File: src/rtl/wam_round_engine.sv
`default_nettype none
// ============================================================================
// Module   : wam_round_engine
// Brief    : Whack-a-mole round FSM: gap/lit phasing, non-repeating LFSR
//            target selection and saturating hit/miss scoring.
// Revision : 1.0
// ============================================================================
module wam_round_engine #(
    parameter int          NUM_LIGHTS = 9,
    parameter int          CNT_W      = 28,
    parameter int          BASE_GAP   = 50000000,
    parameter int          BASE_ON    = 50000000,
    parameter int          SCORE_W    = 8,
    parameter logic [15:0] LFSR_SEED  = 16'hACE1
) (
    input  logic                  clk,
    input  logic                  reset,
    input  logic                  enable,
    input  logic [1:0]            level,
    input  logic [NUM_LIGHTS-1:0] btn,
    output logic [NUM_LIGHTS-1:0] leds,
    output logic [3:0]            active_idx,
    output logic                  hit_pulse,
    output logic                  miss_pulse,
    output logic [SCORE_W-1:0]    hits,
    output logic [SCORE_W-1:0]    misses
);
    typedef enum logic [1:0] {
        S_IDLE = 2'd0,
        S_GAP  = 2'd1,
        S_SHOW = 2'd2
    } state_t;

    localparam logic [CNT_W-1:0]      c_base_gap = CNT_W'(BASE_GAP);
    localparam logic [CNT_W-1:0]      c_base_on  = CNT_W'(BASE_ON);
    localparam logic [15:0]           c_num      = 16'(NUM_LIGHTS);
    localparam logic [3:0]            c_last_idx = 4'(NUM_LIGHTS - 1);
    localparam logic [NUM_LIGHTS-1:0] c_one      = NUM_LIGHTS'(1);

    state_t                r_state, w_state_nxt;
    logic [CNT_W-1:0]      r_cnt, w_cnt_nxt;
    logic [NUM_LIGHTS-1:0] r_leds, w_leds_nxt;
    logic [3:0]            r_active_idx, w_active_idx_nxt;
    logic                  r_hit_pulse, w_hit_pulse_nxt;
    logic                  r_miss_pulse, w_miss_pulse_nxt;
    logic [SCORE_W-1:0]    r_hits, w_hits_nxt;
    logic [SCORE_W-1:0]    r_misses, w_misses_nxt;
    logic [15:0]           r_lfsr;

    logic [CNT_W-1:0]      w_gap_shift, w_on_shift, w_gap_reload, w_on_reload;
    logic                  w_lfsr_fb;
    logic [3:0]            w_cand, w_target;
    logic                  w_btn_hit, w_btn_other;

    // A phase that shifts down to zero is clamped to one cycle, i.e. a reload of zero.
    assign w_gap_shift  = c_base_gap >> level;
    assign w_on_shift   = c_base_on >> level;
    assign w_gap_reload = (w_gap_shift == '0) ? '0 : w_gap_shift - CNT_W'(1);
    assign w_on_reload  = (w_on_shift == '0) ? '0 : w_on_shift - CNT_W'(1);

    assign w_lfsr_fb = r_lfsr[15] ^ r_lfsr[13] ^ r_lfsr[12] ^ r_lfsr[10];
    assign w_cand    = 4'(r_lfsr % c_num);

    always_comb begin
        w_target = w_cand;
        if (NUM_LIGHTS > 1 && w_cand == r_active_idx)
            w_target = (w_cand == c_last_idx) ? 4'd0 : w_cand + 4'd1;
    end

    // In SHOW the lit pattern is exactly the one-hot of the target, so it doubles as the button mask.
    assign w_btn_hit   = |(btn & r_leds);
    assign w_btn_other = |(btn & ~r_leds);

    always_comb begin
        w_state_nxt      = r_state;
        w_cnt_nxt        = r_cnt;
        w_leds_nxt       = r_leds;
        w_active_idx_nxt = r_active_idx;
        w_hit_pulse_nxt  = 1'b0;
        w_miss_pulse_nxt = 1'b0;
        w_hits_nxt       = r_hits;
        w_misses_nxt     = r_misses;
        if (!enable) begin
            w_state_nxt = S_IDLE;
            w_leds_nxt  = '0;
        end else begin
            case (r_state)
                S_IDLE: begin
                    w_state_nxt = S_GAP;
                    w_cnt_nxt   = w_gap_reload;
                    w_leds_nxt  = '0;
                end
                S_GAP: begin
                    if (r_cnt == '0) begin
                        w_state_nxt      = S_SHOW;
                        w_active_idx_nxt = w_target;
                        w_leds_nxt       = c_one << w_target;
                        w_cnt_nxt        = w_on_reload;
                    end else begin
                        w_cnt_nxt = r_cnt - CNT_W'(1);
                    end
                end
                S_SHOW: begin
                    if (w_btn_hit) begin
                        w_hit_pulse_nxt = 1'b1;
                        w_hits_nxt      = (&r_hits) ? r_hits : r_hits + SCORE_W'(1);
                        w_leds_nxt      = '0;
                        w_state_nxt     = S_GAP;
                        w_cnt_nxt       = w_gap_reload;
                    end else if (w_btn_other || r_cnt == '0) begin
                        w_miss_pulse_nxt = 1'b1;
                        w_misses_nxt     = (&r_misses) ? r_misses : r_misses + SCORE_W'(1);
                        w_leds_nxt       = '0;
                        w_state_nxt      = S_GAP;
                        w_cnt_nxt        = w_gap_reload;
                    end else begin
                        w_cnt_nxt = r_cnt - CNT_W'(1);
                    end
                end
                default: begin
                    w_state_nxt = S_IDLE;
                    w_leds_nxt  = '0;
                end
            endcase
        end
    end

    always_ff @(posedge clk) begin
        if (reset) begin
            r_state      <= S_IDLE;
            r_cnt        <= '0;
            r_leds       <= '0;
            r_active_idx <= 4'd0;
            r_hit_pulse  <= 1'b0;
            r_miss_pulse <= 1'b0;
            r_hits       <= '0;
            r_misses     <= '0;
            r_lfsr       <= LFSR_SEED;
        end else begin
            r_state      <= w_state_nxt;
            r_cnt        <= w_cnt_nxt;
            r_leds       <= w_leds_nxt;
            r_active_idx <= w_active_idx_nxt;
            r_hit_pulse  <= w_hit_pulse_nxt;
            r_miss_pulse <= w_miss_pulse_nxt;
            r_hits       <= w_hits_nxt;
            r_misses     <= w_misses_nxt;
            r_lfsr       <= {r_lfsr[14:0], w_lfsr_fb};
        end
    end

    assign leds       = r_leds;
    assign active_idx = r_active_idx;
    assign hit_pulse  = r_hit_pulse;
    assign miss_pulse = r_miss_pulse;
    assign hits       = r_hits;
    assign misses     = r_misses;

endmodule
`default_nettype wire

File: config.mk
export PLATFORM = sky130hd
export DESIGN_NAME = wam_round_engine
export DESIGN_NICKNAME = d
export VERILOG_FILES = /design/src/rtl/wam_round_engine.sv
export SDC_FILE = /design/constraint.sdc
export NUM_CORES = 1
export LEC_CHECK = 0
export CORE_MARGIN = 2
export CORE_UTILIZATION = 50
export CTS_BUF_LIST = sky130_fd_sc_hd__clkbuf_2
export DETAILED_ROUTE_END_ITERATION = 8
export HOLD_SLACK_MARGIN = 0.02
export PLACE_DENSITY = 0.74
export RECOVER_POWER = 100
export SLEW_MARGIN = 5
export SYNTH_ARGS = -nofsm -noshare
export SYNTH_HDL_FRONTEND = slang
export SYNTH_SLANG_ARGS = --single-unit
File: constraint.sdc
create_clock -name clk -period 9.55 [get_ports clk]
set_clock_uncertainty 0.05 [all_clocks]
set_input_delay 1.91 -clock clk [delete_from_list [all_inputs] [get_ports clk]]
set_output_delay 1.91 -clock clk [all_outputs]
set_load 0.02 [all_outputs]
==> impl_metrics.ini <==
[yosys]
ys_ff_latch = 77
synth-async-reset-ratio_pct = 0
netlist_area_um2 = 6610
syn_inst = 890
yosysSeqAreaShare_pct = 23.3
avgSynthCellArea_um2 = 7.43
synth_cell_types = 108
syn_nets = 918
synth_top_area_cell = dfxtp_1
synth_top_area_share_pct = 23.3
yosysWarnings = 0
ys.flop_type = dfxtp_1
synth_edf_count = 0
ys_top_cells_by_area = dfxtp_1, nor2_1, nand2_1, a21oi_1, o21ai_0

[critical_path]
crit_type = flip-flop to flip-flop
arrival_ps = 9260
slowest_stage = dfxtp_4
crit_path_end_kind = flip-flop
max_stage_delay_ps = 500
cpMostUsedCell = ha_1
cp_max_fo = 21
path_delay_family = compound AO/OA/AOI/OAI gates
cp.required_ps = 9870
timing.critical_path.buf_inv = 2
start_kind = flip-flop

[die]
fp.dieW_um = 119
core_um2 = 13100
die_h_um = 119
ioPinCount = 45
fp-row-count = 42
die-area_um2 = 14200
start_util_pct = 50.5

[route]
dr_wl_met3_um = 880
routed_wl_um = 17600
drt_iter0_drc = 750
wl_met2_um = 8320
avgRoutedWirePerCell_um = 16.2
top_layer = met4
drtPass1Iterations = 7
via_per_inst = 6.32
vias = 6867
ant_nets = 0
met1_length_um = 8210
route.detailed.drc = 0

[clock_tree]
cts_buffers = 9
h-tree-depth = 3
cts_sinks = 77
cts_hold_buf = 0
clock_latency_ps = 590
cts_root_buffer = clkbuf_2
cts.clk_slew.worst_paths_ps = 240
clock_path_buffers = 2
cts_tree = built

[sta]
min_period_over_period_pct = 93.6
holdWs_ps = 448
slew_viol_final = 57
worstMarginPinSlew_ps = 2740
min_period_ps = 8940
finalSetupViolations = 0
maxSlewHeadroom_pct = -82.5
fmax_ghz = 0.112
final_hold_viol_count = 0

[global_route]
overflow = 0
grt_util_all_layers_pct = 24.5
grt_pass1_vias = 6208
grt_first_pass_wirelength_um = 29300
grt_start_max_net_pins = 57
antenna_found_initial = 0

[job]
drv_cap = 1

[cells_and_area]
most-common-layout-cells = nor2_1, nand2_1, dfxtp_1
n_antenna_cell = 0
n_fill_cell = 1256
final_common_cell = nor2_1
fin_area_um2 = 7270
nets = 933
drive_gt1_share_pct = 9.67
layout-area-overhead-vs-synth_pct = 10.0

[power_and_ir_drop]
p_leak_nw = 2.68
p_per_area_nw_per_um2 = 289
peakVddDrop_mv = 0.308

[placement]
gp_congestion = 0.946
place_hpwl_um = 12600
io_buffer_count = 44
placed_area_um2 = 7090

[status]
violations = max-capacitance violations, max-slew violations
status = finished, violations left

[worst_hold_path]
hold_path.class = flip-flop to flip-flop
## area by class of cell
class | instances | area, um2 | area share (%)
multi-input combinational | 726 | 4740 | 65.3
sequential | 77 | 1560 | 21.5
timing repair buffer | 50 | 473 | 6.50
tap | 176 | 220 | 3.03
inverter | 41 | 154 | 2.12
clock inverter | 7 | 72.6 | 0.998
clock buffer | 9 | 45.0 | 0.620
## metal layers
metal / GRT usage (%) / up-vias
met5: 0 / -
met4: 7.59 / 0
met3: 4.45 / 24
met2: 40.6 / 220
met1: 32.2 / 3240
li1: - / 3383
## state kept, by name, indices dropped and copies added, names as in the netlist
signal      count
leds            9
r_cnt          28
active_idx      4
r_lfsr         16
hits            8
r_state         2
misses          8
miss_pulse      1
hit_pulse       1
## timing repair
action                     4_1_cts  5_1_grt
setup endpoints to repair        0       13
gates resized for setup          0       20
setup buffers                    0        1
## per-stage QoR
stage	power (mW)	setup WS (ps)	setup TNS, ps	cells	utilization (%)
after floorplan	1.62	1710	0	890	-
after global placement	1.86	376	0	1069	54.2
after detailed placement	1.87	237	0	1069	54.2
after CTS	2.07	187	0	1085	55.1
after global routing	2.27	-120	-267	1086	55.6
final	2.10	609	0	1086	55.6
## worst min-delay path: cells and delay by family, from the launching register on
kind	cells	cell delay, ps
AOI/OAI and AO/OA	2	130
DFF	1	350
## cells in the mapped netlist, types with 4 or more instances
master and instances:
nor2_1 106, nand2_1 83, dfxtp_1 77, a21oi_1 61
o21ai_0 53, inv_1 38, nand3_1 30, clkbuf_1 29
nor3_1 29, o22ai_1 25, xnor2_1 20, nand2b_1 18
a211oi_1 15, ha_1 14, and3_1 13, nor2b_1 13
a221oi_1 12, o211ai_1 11, buf_2 10, or3_1 10
a31oi_1 9, and2_1 9, mux2i_1 9, nor4_1 9
o41ai_1 9, xor2_1 9, nand4_1 8, o21a_1 8
a32oi_1 7, o21ai_1 7, a22oi_1 5, or2_2 5
a2111oi_0 4, a211o_1 4, a21o_1 4, a311oi_1 4
o221ai_2 4, or4_1 4
## power by group
part	leakage [nW]	switching, mW	internal (mW)
clock	0.0707	0.127	0.0619
combinational	1.97	0.964	0.588
sequential	0.632	0.0235	0.334
total	2.68	1.11	0.984
## cells by family after synthesis
logic type	Yosys count	synth area share, %
flops	77	23.3
xor+xnor	31	4.60
compound gates	305	34.2
simple gates	363	27.7
mux	12	1.87
fa+ha+maj	15	2.82
buf+inv	87	5.53
## path summary, 6_finish.rpt
| check | start | endpoint | slack (ps) | depth (start not counted) |
|---|---|---|---|---|
| min reg2reg | r_cnt[5]$_SDFFE_PP0P_ | r_cnt[5]$_SDFFE_PP0P_ | 450 | 2 |
| max reg2reg | r_lfsr[11]$_SDFF_PP1_ | active_idx[1]$_SDFFE_PP0P_ | 610 | 33 |
| max | r_lfsr[11]$_SDFF_PP1_ | active_idx[1]$_SDFFE_PP0P_ | 610 | 33 |
| min | r_cnt[5]$_SDFFE_PP0P_ | r_cnt[5]$_SDFFE_PP0P_ | 450 | 2 |
Power figures use the tool's default switching activity.
